$ cat src/rtl/out_port_buffer.sv
// ============================================================================
// Module   : out_port_buffer
// Brief    : First-word-fall-through output FIFO with a sticky overflow flag.
// Revision : 1.0 - initial release
// ============================================================================
`default_nettype none

module out_port_buffer #(
    parameter int DEPTH = 4
) (
    input  logic                     Clock,
    input  logic                     Clear,
    input  logic                     OutPort,
    input  logic [31:0]              BusMuxOut,
    output logic [31:0]              Out_Data,
    output logic                     Out_Valid,
    input  logic                     Out_Ready,
    output logic                     Out_Full,
    output logic                     Out_Empty,
    output logic [$clog2(DEPTH):0]   Out_Count,
    output logic                     Overflow
);

    localparam int c_AW = $clog2(DEPTH);

    logic [31:0]     mem_q [DEPTH];
    logic [c_AW-1:0] wr_ptr_q, wr_ptr_d;
    logic [c_AW-1:0] rd_ptr_q, rd_ptr_d;
    logic [c_AW:0]   count_q, count_d;
    logic            ovf_q, ovf_d;

    logic            w_full;
    logic            w_empty;
    logic            w_pop;
    logic            w_push;

    assign w_full  = (count_q == DEPTH[c_AW:0]);
    assign w_empty = (count_q == '0);
    assign w_pop   = !w_empty && Out_Ready;
    // A full FIFO still accepts a word when the head leaves on the same edge.
    assign w_push  = OutPort && (!w_full || w_pop);

    always_comb begin
        wr_ptr_d = wr_ptr_q;
        rd_ptr_d = rd_ptr_q;
        count_d  = count_q;
        ovf_d    = ovf_q;
        if (w_push) begin
            wr_ptr_d = wr_ptr_q + 1'b1;
        end
        if (w_pop) begin
            rd_ptr_d = rd_ptr_q + 1'b1;
        end
        if (w_push && !w_pop) begin
            count_d = count_q + 1'b1;
        end else if (w_pop && !w_push) begin
            count_d = count_q - 1'b1;
        end
        if (OutPort && !w_push) begin
            ovf_d = 1'b1;
        end
    end

    always_ff @(posedge Clock) begin
        if (!Clear) begin
            wr_ptr_q <= '0;
            rd_ptr_q <= '0;
            count_q  <= '0;
            ovf_q    <= 1'b0;
        end else begin
            wr_ptr_q <= wr_ptr_d;
            rd_ptr_q <= rd_ptr_d;
            count_q  <= count_d;
            ovf_q    <= ovf_d;
        end
    end

    // Storage is not reset; entries are only visible once counted.
    always_ff @(posedge Clock) begin
        if (Clear && w_push) begin
            mem_q[wr_ptr_q] <= BusMuxOut;
        end
    end

    assign Out_Data  = mem_q[rd_ptr_q];
    assign Out_Valid = !w_empty;
    assign Out_Full  = w_full;
    assign Out_Empty = w_empty;
    assign Out_Count = count_q;
    assign Overflow  = ovf_q;

endmodule

`default_nettype wire

$ cat config.mk
export PLATFORM = sky130hd
export DESIGN_NAME = out_port_buffer
export DESIGN_NICKNAME = d
export VERILOG_FILES = /design/src/rtl/out_port_buffer.sv
export SDC_FILE = /design/constraint.sdc
export NUM_CORES = 1
export LEC_CHECK = 0
export CAP_MARGIN = 20
export CORE_ASPECT_RATIO = 1.5
export CORE_MARGIN = 2
export CORE_UTILIZATION = 50
export DETAILED_ROUTE_END_ITERATION = 12
export PLACE_DENSITY = 0.73
export SLEW_MARGIN = 20
export SYNTH_ARGS = -nofsm -noshare
export SYNTH_HDL_FRONTEND = slang
export SYNTH_SLANG_ARGS = --single-unit
$ cat constraint.sdc
create_clock -name Clock -period 6.7 [get_ports Clock]
set_input_delay 2.01 -clock Clock [delete_from_list [all_inputs] [get_ports Clock]]
set_output_delay 2.01 -clock Clock [all_outputs]
set_load 0.005 [all_outputs]
=== Word-level counts from Yosys, hierarchy flattened ===
Memories as Yosys holds them, arrays and structs flattened. A register that Yosys moved wholly into a read port is not among the register bits.
Index checks and enable logic that the tools add are counted.

* Memory bits (writable): 128
* Memories kept: 1
* Flip-flop bits (word level): 8
* Bits of input ports: 36

{| class="wikitable"
|+ Memory list
! name !! depth !! bits a word !! rd ports !! clocked after memory_dff !! wr ports !! RTL line !! RTL
|-
| mem_q || 4 || 32 || 1 || 1 || 1 || 26 || <nowiki>logic [31:0] mem_q [DEPTH];</nowiki>
|}

* Add/sub/neg operators: 4
* Equal/unequal tests: 1
* Muxes and demuxes: 6
* Reduce and logical (&&, ||, !) cells: 13

{| class="wikitable"
|+ Operator list
! cell !! number
|-
| $logic_and A1 B1 Y1 || 6
|-
| $mux W3 || 2
|-
| $add A2 B1 Y2 const B || 2
|-
| $logic_not A1 Y1 || 4
|-
| $mux W2 || 2
|-
| $add A3 B1 Y3 const B || 1
|-
| $eq A3 B3 Y1 const B || 1
|-
| $logic_not A3 Y1 || 1
|-
| $sub A3 B1 Y3 const B || 1
|-
| $mux W1 || 2
|-
| $reduce_bool A2 Y1 || 1
|-
| $logic_or A1 B1 Y1 || 1
|}

=== Depth between registers and ports, before layout ===
Gate-level depths: netlist of the first run.

* Depth in word-level cells: 9
* Depth in mapped cells: 9

=== Least setup slack after synthesis of the first run ===
No wires, ideal clock.

* Path type: in2reg
* Start: input Out_Ready
* End: register count_q[2] (netlist: Out_Count[2])
* Stages: 9
* Required time: 6624 ps
* Library setup time: 76 ps
* Path buffers: 1
* Arrival: 3484 ps
* Path slack: 3140 ps
* Cells stage by stage: nor4b_2 > nor2b_1 > buf_6 > ha_1 > inv_1 > fa_1 > xor2_1 > or3_1 > a21boi_0

* Cells in the longest elaborated chain, start to end: 6
* Elaborated cells on any way between the ends: 9
* Those cells by class: 1 x mux; 8 x reduce/logical

{| class="wikitable"
|+ RTL lines
! item !! RTL line !! RTL
|-
| start: declaration || 17 || <nowiki>input logic Out_Ready,</nowiki>
|-
| $logic_and A1 B1 Y1 (*) || 39 || <nowiki>assign w_pop = !w_empty && Out_Ready;</nowiki>
|-
| $logic_or A1 B1 Y1 || 41 || <nowiki>assign w_push = OutPort && (!w_full || w_pop);</nowiki>
|-
| $logic_and A1 B1 Y1 || 41 ||
|-
| $logic_not A1 Y1 || 56 || <nowiki>end else if (w_pop && !w_push) begin</nowiki>
|-
| $logic_and A1 B1 Y1 || 56 ||
|-
| $reduce_bool A2 Y1 (no source line) || n/a ||
|-
| end signal: assignment || 73 || <nowiki>count_q <= count_d;</nowiki>
|-
| end: declaration || 29 || <nowiki>logic [c_AW:0] count_q, count_d;</nowiki>
|}

Every way passes the cells marked *; elsewhere a longest branch is shown, timed or not.
A chain may end at the register's enable or synchronous reset.

==> impl_metrics.tcl, run 1 <==
set metrics [dict create \
    crit_arrival_ps 2470 \
    area_growth_pct 28.0 \
    die_w_um 86.9 \
    yosysUniqueCellTypes 24 \
    core-area_sq_um 10100 \
    cts_buffer_depth 2 \
    first_pass_iters 4 \
    critPathCaptureType "primary output" \
    fin_crit_ps 4480 \
    critPathMaxFanout 26 \
    fmax_ghz 0.223 \
    p_leak_nw 2.15 \
    finalSetupTns_ps 0 \
    cpPeakStageDelay_ps 610 \
    routabilityCongestion 0.722 \
    ys_warn_count 0 \
    p_sw_frac 0.222 \
    gr-usage-all-layers 0.172 \
    cts_made_buffers 17 \
    clkLatencyLatePin_ps 400 \
    place_hpwl_um 5180 \
    drc_errors 0 \
    crit_slowest_cell "mux4_2" \
    avgSynthCellArea_sq_um 23.4 \
    final_antenna_net_count 0 \
    diodes 0 \
    nNetsFinal 347 \
    antenna_found_initial 0 \
    cp.required_ps 4690 \
    grt_max_degree 33 \
    status "finished clean" \
    syn_inst 220 \
    seq_area_frac_synth 0.785 \
    total_power_mw 2.51 \
    fp-row-count 45 \
    synth_top_area_frac 0.746 \
    combPwrFrac 0.205 \
    path_clk_slew_ps 50 \
    fp.dieH_um 128 \
    pwr-share-clk 0.374 \
    setup_viol 0 \
    crit_type "flop to primary output" \
    drive_gt1_frac 0.220 \
    maxCapViolations 0 \
    synth_area_sq_um 5150 \
    slew_headroom 0.410 \
    tightest_slew_ps 886 \
    cts_setup_buffers 0 \
    fillers 665 \
    viasPerCell 5.44 \
    cts.sinks 138 \
    seqPwrFrac 0.422 \
    holdBufCountCts 0 \
    power_switching_mw 0.556 \
    hold_violations 0 \
    cts_tree "built" \
    numPortBuffers 74 \
    finClkSkew_ps 4.96 \
    htreeDepth 4 \
    die_area_sq_um 11200 \
    yosys_register_bits 138 \
    pin_count 75 \
    rsz0062_at_grt "false" \
    critPathLaunchType "flop" \
    hold_class "flop to flop" \
    grt_pass1_vias 2527 \
    routed_wl_um 8720 \
    drt_iter0_drc 106 \
    finalCritPeriodShare 0.668 \
    drv_slew 0 \
    p_per_area_nw_per_um2 380 \
    p_int_mw 1.95 \
    cts_resized 0 \
    start_util 0.511 \
    synth.area.top_cells "edfxtp_1 (75%), mux4_2 (14%), dfxtp_1 (3.9%), ha_1 (1.2%), buf_6 (0.87%)" \
    syn_nets 262 \
    avgRoutedWirePerCell_um 20.0 \
    irDropWorstVdd_mv 0.203 \
    vias 2367 \
    root_buffer "clkbuf_16" \
    grt_pass1_wl_um 13600 \
    gr-total-overflow 0 \
    yosysTopAreaCell "edfxtp_1" \
    path_cells "buf_4, mux4_2, clkdlybuf4s50_1" \
    rrSetupSlack_ps 4210 \
]
path summary, 6_finish.rpt:
check                from           end  cells past startpoint
max                  flop  Out_Data[25]                      3
min              Overflow      Overflow                      2
max reg2reg  Out_Count[0]  Out_Count[2]                      8
min reg2reg      Overflow      Overflow                      2
power by group through the flow:
stage | logic [mW] | clock network, mW | registers [mW]
2_1_floorplan | 0.301 | 0 | 1.04
3_3_place_gp | 0.517 | 0 | 1.07
3_5_place_dp | 0.521 | 0 | 1.07
4_1_cts | 0.524 | 0.952 | 1.06
5_1_grt | 0.554 | 0.994 | 1.07
6_report | 0.513 | 0.936 | 1.06
worst max-delay path: cells and delay by family, from the launching register on:
family   cells  cell delay (ps)
mux          1              610
buf+inv      2              970
flops        1              480
area by class of cell:
cell class | instances | area (sq um) | share of cell area
Clock buffer | 18 | 429 | 0.0651
Clock inverter | 14 | 179 | 0.0271
Inverter | 4 | 15.0 | 0.00228
Multi-Input combinational cell | 69 | 1030 | 0.156
Sequential cell | 138 | 4050 | 0.614
Tap cell | 117 | 146 | 0.0222
Timing Repair Buffer | 75 | 748 | 0.113
stage by stage:
stage / setup slack [ps] / util / std cells / hold slack (ps) / area [sq um]
after global placement: 2320 / 0.594 / 403 / 485 / 5990
final: 2220 / 0.654 / 435 / 495 / 6600
after global routing: 2030 / 0.654 / 435 / 520 / 6600
after floorplan: 3140 / - / 220 / 468 / 5150
after CTS: 2130 / 0.654 / 435 / 502 / 6600
after detailed placement: 2210 / 0.594 / 403 / 483 / 5990
metal layers:
layer	wire length (um)	GRT usage
met4	215	0.0892
met5	0	0
met2	4870	0.294
met1	3280	0.194
met3	347	0.0500
state kept, by name, summed over array words and instances (netlist names), named ones only:
signal     cells
Overflow       1
wr_ptr_q       2
rd_ptr_q       2
Out_Count      3
mem_q        128
cell families after synthesis:
kind of cell,after synthesis,synth area share
AO/OA/AOI/OAI,5,0.00752
XOR/XNOR,4,0.00680
adder cells (fa/ha/maj),6,0.0160
buffers and inverters,13,0.0163
flip-flops,138,0.785
multiplexers,35,0.146
AND/OR/NAND/NOR,19,0.0231
cell usage in the layout, fill, tap and decap left out, drive strengths merged, types with 2 or more instances in the layout:
cell | synthesis | layout
xnor2 | 3 | 3
clkinv | 0 | 7
ha | 5 | 5
mux4 | 32 | 32
and3 | 4 | 4
inv | 4 | 4
clkbuf | 1 | 18
and2 | 4 | 4
bufinv | 0 | 4
mux2i | 3 | 3
clkdlybuf4s50 | 0 | 74
dfxtp | 10 | 10
clkinvlp | 0 | 3
or3 | 2 | 2
nand2 | 4 | 4
edfxtp | 128 | 128
nor2b | 3 | 3
cells in the mapped netlist (all sizes together):
| master | number |
|---|---|
| nand2 | 4 |
| xor2 | 1 |
| dfxtp | 10 |
| and2 | 4 |
| inv | 4 |
| a21boi | 1 |
| nor4b | 1 |
| xnor2 | 3 |
| o311ai | 1 |
| edfxtp | 128 |
| ha | 5 |
| o21ai | 1 |
| fa | 1 |
| mux2i | 3 |
| or3 | 2 |
| o31ai | 1 |
| buf | 8 |
| clkbuf | 1 |
| and3 | 4 |
| nor2b | 3 |
| nor3b | 1 |
| a21oi | 1 |
| mux4 | 32 |
Note: power is estimated with default switching activity, not from simulation.
==> run 2: changes to the inputs <==
clock period = 4.36 ns   (was 6.7 ns; I/O delays follow)
==> run 2 against run 1 <==
Compared with the run above:
- sequential power grew 56%
- cell area grew 1.5%
- clock-buffer cell count is the same
- clock skew shrank 1.6 ps
- critical path depth is the same
==> impl_metrics.tcl, run 2 (synthesis gave the netlist of run 1 again) <==
set metrics [dict create \
    antenna_found_initial 0 \
    gr-total-overflow 0 \
    clkLatencyLatePin_ps 400 \
    cpPeakStageDelay_ps 730 \
    drc_errors 0 \
    irDropWorstVdd_mv 0.385 \
    fp-row-count 45 \
    reg2reg_depth 8 \
    finalCritPeriodShare 0.854 \
    grt_max_degree 33 \
    utilization 0.664 \
    cts_made_buffers 17 \
    fmax_ghz 0.269 \
    critPathBufInv 2 \
    r2r-end "Out_Count[2]" \
    cp.depth 3 \
    critPathLaunchType "flop" \
    area_growth_pct 29.8 \
    drt_iter0_drc 232 \
    layout_common_cells "edfxtp_1 (128), clkdlybuf4s50_1 (74), mux4_2 (32)" \
    final_common_cell "edfxtp_1" \
    pin_count 75 \
    grt_pass1_wl_um 13800 \
    root_buffer "clkbuf_16" \
    postPlaceCellArea_sq_um 6060 \
    crit_arrival_ps 2420 \
    tightest_slew_ps 838 \
    drive_gt1_frac 0.242 \
    hold_end "wr_ptr_q[0]" \
    nNetsFinal 355 \
    slew_headroom 0.442 \
    routabilityCongestion 0.745 \
    final_antenna_net_count 0 \
    r2r_start "Out_Count[0]" \
    critPathCaptureType "primary output" \
    maxCapViolations 0 \
    cts.sinks 138 \
    fillers 652 \
    cts_tree "built" \
    first_pass_iters 4 \
    path_cells "buf_12, mux4_2, clkdlybuf4s50_1" \
    hold_start "wr_ptr_q[0]" \
    routed_wl_um 9030 \
    min_path_cells 2 \
    setup_viol 0 \
    cts_resized 0 \
    stdcell_area_sq_um 6690 \
    grt_pass1_vias 2545 \
    finalWorstSetupSlack_ps 636 \
    critPathMaxFanout 17 \
    vias 2447 \
    post-place-ws_ps 577 \
    numPortBuffers 74 \
    cts_setup_buffers 0 \
    status "finished clean" \
    cp.required_ps 3050 \
    fp.dieH_um 128 \
    die_w_um 86.9 \
    multi_input_area_sq_um 1030 \
    finalSetupTns_ps 0 \
    final_cells 443 \
    regArea_sq_um 4050 \
    path_clk_slew_ps 50 \
    rsz0062_at_grt "false" \
    holdBufCountCts 0 \
    crit_type "flop to primary output" \
    fin_crit_ps 3720 \
    start_util 0.511 \
    finClkSkew_ps 3.40 \
    crit_slowest_cell "dfxtp_2" \
    viasPerCell 5.52 \
    p_per_area_nw_per_um2 588 \
    p_leak_nw 2.21 \
    drv_slew 0 \
    diodes 0 \
    rrSetupSlack_ps 1870 \
    cts_buffer_depth 2 \
    largest-register "mem_q" \
    core-area_sq_um 10100 \
    gr-usage-all-layers 0.177 \
    hold_violations 0 \
    hold_class "flop to flop" \
    placed_cells 411 \
    htreeDepth 4 \
    die_area_sq_um 11200 \
    avgRoutedWirePerCell_um 20.4 \
    largest_reg_flops 128 \
    place_hpwl_um 5860 \
    path_delay_family "buffers and inverters" \
]
==> run 2: changes by cell type in the layout (fill, tap and decap cells not counted) <==
cell / before / now
clkinv_1: 2 / 1
bufinv_16: 4 / 5
clkinv_2: 4 / 5
buf_4: 1 / 8
clkinvlp_4: 3 / 2
buf_12: 0 / 1
==> run 2: tightest hold or removal path: cells and delay by family (launching register included) <==
kind	cells	cell delay, ps
flip-flops	1	340
AND/OR/NAND/NOR	1	70
multiplexers	1	60
==> run 2: power by group <==
part	total (mW)	switching (mW)	leakage, nW	internal [mW]
Sequential	1.65	0.112	1.25	1.53
Clock	1.50	0.498	0.307	1.01
Combinational	0.783	0.253	0.659	0.530
==> run 2: area by class of cell <==
cell class,count,share of cell area
clock buffers,18,0.0641
clock inverters,14,0.0303
inverters,4,0.00224
multi-input cells,69,0.154
flip-flops and latches,138,0.605
well taps,117,0.0219
repair buffers,83,0.123
==> run 2: worst max-delay path by stage <==
stage / startpoint / end / slack (ps)
6_report: flop / Out_Data[8] / 640
5_1_grt: flop / Out_Data[8] / 500
4_1_cts: flop / Out_Data[15] / 580
3_5_place_dp: Out_Ready / Out_Count[2] / 580
3_3_place_gp: Out_Ready / Out_Count[2] / 670
2_1_floorplan: Out_Ready / Out_Count[2] / 1500
==> run 2: routing by layer <==
| metal | GRT usage | routed length (um) |
|---|---|---|
| met1 | 0.198 | 3420 |
| met2 | 0.300 | 4980 |
| met3 | 0.0597 | 405 |
| met4 | 0.0846 | 223 |
| met5 | 0 | 0 |
==> run 2: stage by stage <==
step | hold WS, ps | power [mW]
after floorplan | 468 | 2.06
after global placement | 489 | 2.46
after detailed placement | 497 | 2.47
after CTS | 509 | 3.97
after global routing | 524 | 4.10
final | 510 | 3.93
==> edit 1 (config.mk and constraints of run 2) <==
Register the output `Out_Count` once more, without a reset; this adds one clock of latency there. The other outputs are not delayed to match.
--- a/src/rtl/out_port_buffer.sv
+++ b/src/rtl/out_port_buffer.sv
@@ -86,7 +86,9 @@
     assign Out_Valid = !w_empty;
     assign Out_Full  = w_full;
     assign Out_Empty = w_empty;
-    assign Out_Count = count_q;
+    always_ff @(posedge Clock) begin
+        Out_Count <= count_q;
+    end
     assign Overflow  = ovf_q;
 
 endmodule
Behaviour: not the same (Yosys sat finds a counterexample within 4 cycles, from zero or initial values).
==> edit 1 against run 2 <==
Hold slack got worse by 0.055 ns; setup slack better by 0.038 ns; sequential share of layout area up 0.71 points; area after synthesis is 1.2% higher; register-to-register slack barely moved; synthesized cell count up 1.4%; routed wire length decreased by 4.6%; die area grew 1.1%; design area rose by 0.30%; clock skew up 0.0024 ns; non-clock buffer count rose by 1; sequential cell count rose by 3; critical path type unchanged; total power down 2.1%.
==> edit 1: results (changes against run 2) <==
| Metric | Value |
|---|---|
| Slowest cell delay on critical path | `0.58 ns (-0.15 ns)` |
| Adder-cell area share of the yosys netlist | `1.58% (-0.018 points)` |
| Leading cell types by count after synthesis | `128 x edfxtp_1, 32 x mux4_2, 13 x dfxtp_1, 5 x ha_1` |
| Number of library cell types mapped by synthesis | `24 (unchanged)` |
| Tightest Pin Transition | `0.855 ns (+0.0171 ns)` |
| Worst ir drop on vdd | `349 uV (-9.3%)` |
| Clock root cell | `clkbuf_16` |
| Post-Route WL | `8620 um (-4.6%)` |
| Initial antenna violation count | `0 (unchanged)` |
| Pre-CTS setup slack | `0.575 ns (-0.00204 ns)` |
| CP Max Fanout | `13 (-4)` |
| Largest net degree at the start of global routing | `33 (unchanged)` |
| Delay-heaviest family, CP | `buffers and inverters` |
| Setup bufs post-CTS | `0 (unchanged)` |
| Ys Warns | `0 (unchanged)` |
| DR top layer | `met4` |
| H-tree Lvls | `4 (unchanged)` |
| Leakage power | `2.23 nW (+0.74%)` |
| Met3 WL | `391 um (-3.5%)` |
| Status | `finished clean` |
| Clock Skews | `0.00578 ns (+0.00238 ns)` |
| Clock tree buffer depth | `2 (unchanged)` |
| Routability Congestion | `0.725 (-2.6%)` |
| Antenna diodes | `0 (unchanged)` |
| Worst hold path class | `reg2reg` |
| FILL cells | `704 (+8.0%)` |
| DR WL met2 | `4690 um (-5.8%)` |
| Ratio of cells with drive above 1 in the final layout | `23.3% (-0.90 points)` |
| Synth Area in XOR/XNOR | `0.672% (-0.0078 points)` |
| Layout Nets | `359 (+1.1%)` |
| Clock Latency Late Sink | `0.40 ns (about the same)` |
| First-pass GRT wire length | `13,500 um (-2.1%)` |
| Regs by FF count | `mem_q x128, Out_Count x3, count_q x3` |
| Post-CTS sizing | `0 (unchanged)` |
| Post-synthesis mux area share | `14.4% (-0.17 points)` |
| M1 WL | `3440 um (+0.44%)` |
| Post-DR vias/cell | `5.48 (-0.85%)` |
| Synth top area cells | `edfxtp_1 74%, mux4_2 14%, dfxtp_1 5.0%` |
| Clock slew at reported path FFs | `0.06 ns` |
| Initial DRC count | `176 (-24%)` |
| Seq/Total Area, Yosys | `78.7% (+0.25 points)` |
| Initial DRT Pass Iterations | `4 (unchanged)` |
| CTS Buf Count | `17 (unchanged)` |
| DPL Wire Length | `5520 um (-5.8%)` |
| Syn Nets | `265 (+1.1%)` |
| EDFF count, synth | `128 (unchanged)` |
| Slowest CP cell | `mux4_2` |
| Port Buffers | `74 (unchanged)` |
| GRT Total Usage | `16.7% (-0.97 points)` |
| Post-synthesis compound-gate area fraction | `0.744% (-0.0087 points)` |
| Ys async rst share | `0% (unchanged)` |
| Crit path DAT | `2.38 ns (-0.04 ns)` |
| Internal power | `3.01 mW (-2.1%)` |
| Vias in the first global route | `2,612 (+2.6%)` |
## edit 1: changes by cell type in the layout (fill, tap and decap cells not counted), sizes merged
cell / change
bufinv: -4
clkinv: -3
clkinvlp: -2
buf: +1
dfxtp: +3
clkbuf: +9
## edit 1: layout make-up
class	instances	area share [%]
sequential	141	61.2
multi-input combinational	69	15.4
timing repair buffer	84	12.2
clock buffer	27	8.15
tap	117	2.18
clock inverter	5	0.746
inverter	4	0.224
## edit 1: path summary, 6_finish.rpt
check	end	startpoint	slack, ns	cells past startpoint
setup / recovery	Out_Data[25]	register	0.67	3
setup reg to reg	count_q[2]	count_q[0]	1.87	8
hold / removal	Out_Count[2]	count_q[2]	0.46	0
hold reg to reg	Out_Count[2]	count_q[2]	0.46	0
## edit 1: per-stage QoR
step	utilization, %	hold slack, ns	instance area [um2]	power, mW	cells
after CTS	66.2	0.453	6710	3.90	447
final	66.2	0.456	6710	3.85	447
after global routing	66.2	0.475	6710	4.02	447
after detailed placement	60.3	0.446	6110	2.50	415
after floorplan	-	0.402	5210	2.10	223
after global placement	60.3	0.444	6110	2.48	415
## edit 1: kinds of logic after synthesis
logic type,Yosys count
compound gates,5
xor+xnor,4
fa+ha+maj,6
buf+inv,13
flops,141
mux,35
simple gates,19
## edit 1: power groups by stage
stage	Sequential (mW)	Combinational (mW)	Clock [mW]
floorplan	1.64	0.463	0
global placement	1.70	0.785	0
detailed placement	1.70	0.797	0
CTS	1.67	0.799	1.42
global route	1.69	0.847	1.49
finish	1.67	0.781	1.40
## edit 1: routing by layer
layer  global-route usage [%]  vias up
li1                         -     1111
met4                     5.97        0
met2                     27.9       70
met3                     5.48        7
met1                     20.3     1260
met5                        0        -
==> edit 2 (flow settings as in run 2) <==
Made on the original files. `DEPTH`: 4 -> 8.
--- a/src/rtl/out_port_buffer.sv
+++ b/src/rtl/out_port_buffer.sv
@@ -6,7 +6,7 @@
 `default_nettype none
 
 module out_port_buffer #(
-    parameter int DEPTH = 4
+    parameter int DEPTH = 8
 ) (
     input  logic                     Clock,
     input  logic                     Clear,
Interface: changed (resized Out_Count); port bits go from 75 to 76. No check against the original RTL was run, so the function may have changed too.
==> edit 2 against run 2 <==
Area after synthesis increased by 100%; critical path type unchanged; first-iteration DRC count increased by 61%; routed wire length grew 110%; sequential cell count increased by 132; largest cell class unchanged; critical endpoint is now Out_Data[28]; global-route usage fell by 0.12 points; design area increased by 86%; setup slack worse by 0.35 ns; total power increased by 66%; clock skew increased by 0.0021 ns.
==> edit 2: results (changes against run 2) <==
| Metric | Value |
|---|---|
| H-tree Lvls | `1 (-3)` |
| Synth Area in XOR/XNOR | `0.418% (-0.26 points)` |
| EDFF count, synth | `256 (+100%)` |
| Clock root cell | `clkbuf_16` |
| Buffers excl. clock | `97 (+17%)` |
| Setup bufs post-CTS | `0 (unchanged)` |
| Ys async rst share | `0% (unchanged)` |
| DPL Wire Length | `11,000 um (+87%)` |
| Sequential cell area share | `63.9% (+3.5 points)` |
| Largest net degree at the start of global routing | `58 (+76%)` |
| Seq/Total Area, Yosys | `76.0% (-2.5 points)` |
| Initial DRC count | `373 (+61%)` |
| First-pass GRT wire length | `29,200 um (+110%)` |
| Status | `finished clean` |
| Clock Latency Late Sink | `0.51 ns (+0.11 ns)` |
| GRT Total Usage | `17.5% (-0.12 points)` |
| Crit path DAT | `2.77 ns (+0.35 ns)` |
| Post-DR vias/cell | `5.74 (+4.0%)` |
| Pre-CTS setup slack | `0.596 ns (+0.0195 ns)` |
| Antenna diodes | `1 (+1)` |
| Area of the multi-input gates | `0.00241 mm2 (+130%)` |
| Seq_cells | `270 (+96%)` |
| Number of flip-flops in the largest register | `256 (+100%)` |
| Non-clock buffer share of cell area | `7.64% (-4.6 points)` |
| Layout Nets | `593 (+67%)` |
| DR WL met2 | `10,500 um (+110%)` |
| DR WL/cell | `22.8 um (+12%)` |
| Vias in the first global route | `5,087 (+100%)` |
| Synth top area cells | `edfxtp_1 73%, mux4_1 10%, mux4_2 5.2%` |
| Post-synthesis mux area share | `18.8% (+4.2 points)` |
| Ratio of cells with drive above 1 in the final layout | `23.0% (-1.2 points)` |
| Tightest Pin Transition | `0.885 ns (+0.0476 ns)` |
| Clock tree buffer depth | `3 (+1)` |
| Adder-cell area share of the yosys netlist | `0.787% (-0.82 points)` |
| Initial antenna violation count | `1 (+1)` |
| M1 WL | `7360 um (+120%)` |
| Met3 WL | `650 um (+60%)` |
| FILL cells | `1,434 (+120%)` |
| Count of multi-input gates | `154 (+120%)` |
| CTS Buf Count | `24 (+7)` |
| Number of library cell types mapped by synthesis | `33 (+38%)` |
[edit 2: cell types whose count changed after synthesis, moves of 3 or more]
cell,before,now
mux2_2,0,32
clkbuf_1,1,5
buf_6,4,7
nor2_1,0,3
mux4_1,0,40
and3_1,4,0
nand3_1,0,6
nor4_1,0,3
mux4_2,32,24
nor3_1,0,4
dfxtp_1,10,14
edfxtp_1,128,256
buf_2,4,7
[edit 2: cells by family after synthesis]
logic type | after synthesis
adder cells (fa/ha/maj) | 6
flip-flops | 270
AO/OA/AOI/OAI | 10
buffers and inverters | 25
multiplexers | 98
AND/OR/NAND/NOR | 35
XOR/XNOR | 5
[edit 2: critical path: stages (launching register included)]
cell and delay, ns:
dfxtp_4 0.67, buf_4 0.29, mux4_1 0.56, mux2_2 0.27, clkdlybuf4s50_1 0.45
[edit 2: per-layer routing]
layer / track usage [%] / up-vias
li1: - / 2118
met1: 21.7 / 2533
met2: 32.0 / 109
met3: 1.79 / 30
met4: 5.47 / 0
met5: 0 / -
[edit 2: path summary, 6_finish.rpt]
| kind | from | to | slack, ns | cells after the start |
|---|---|---|---|---|
| min reg2reg | Overflow | Overflow | 0.50 | 2 |
| min | Overflow | Overflow | 0.50 | 2 |
| max | register | Out_Data[28] | 0.29 | 4 |
| max reg2reg | Out_Count[1] | Out_Count[3] | 1.55 | 10 |
[edit 2: stage by stage]
step                power [mW]  area [um2]  utilization (%)  hold WS (ns)  instances
floorplan                 3.96       10500                -         0.467        449
CTS                       6.62       12500             60.8         0.508        833
detailed placement        4.54       11700             57.0         0.492        789
global placement          4.51       11700             57.0         0.481        789
global route              6.80       12500             60.8         0.535        834
finish                    6.55       12500             60.8         0.498        834
[edit 2: power by group]
part | switching, mW | internal, mW
combinational | 0.509 | 0.904
clock | 0.893 | 1.20
sequential | 0.120 | 2.93
total | 1.52 | 5.03
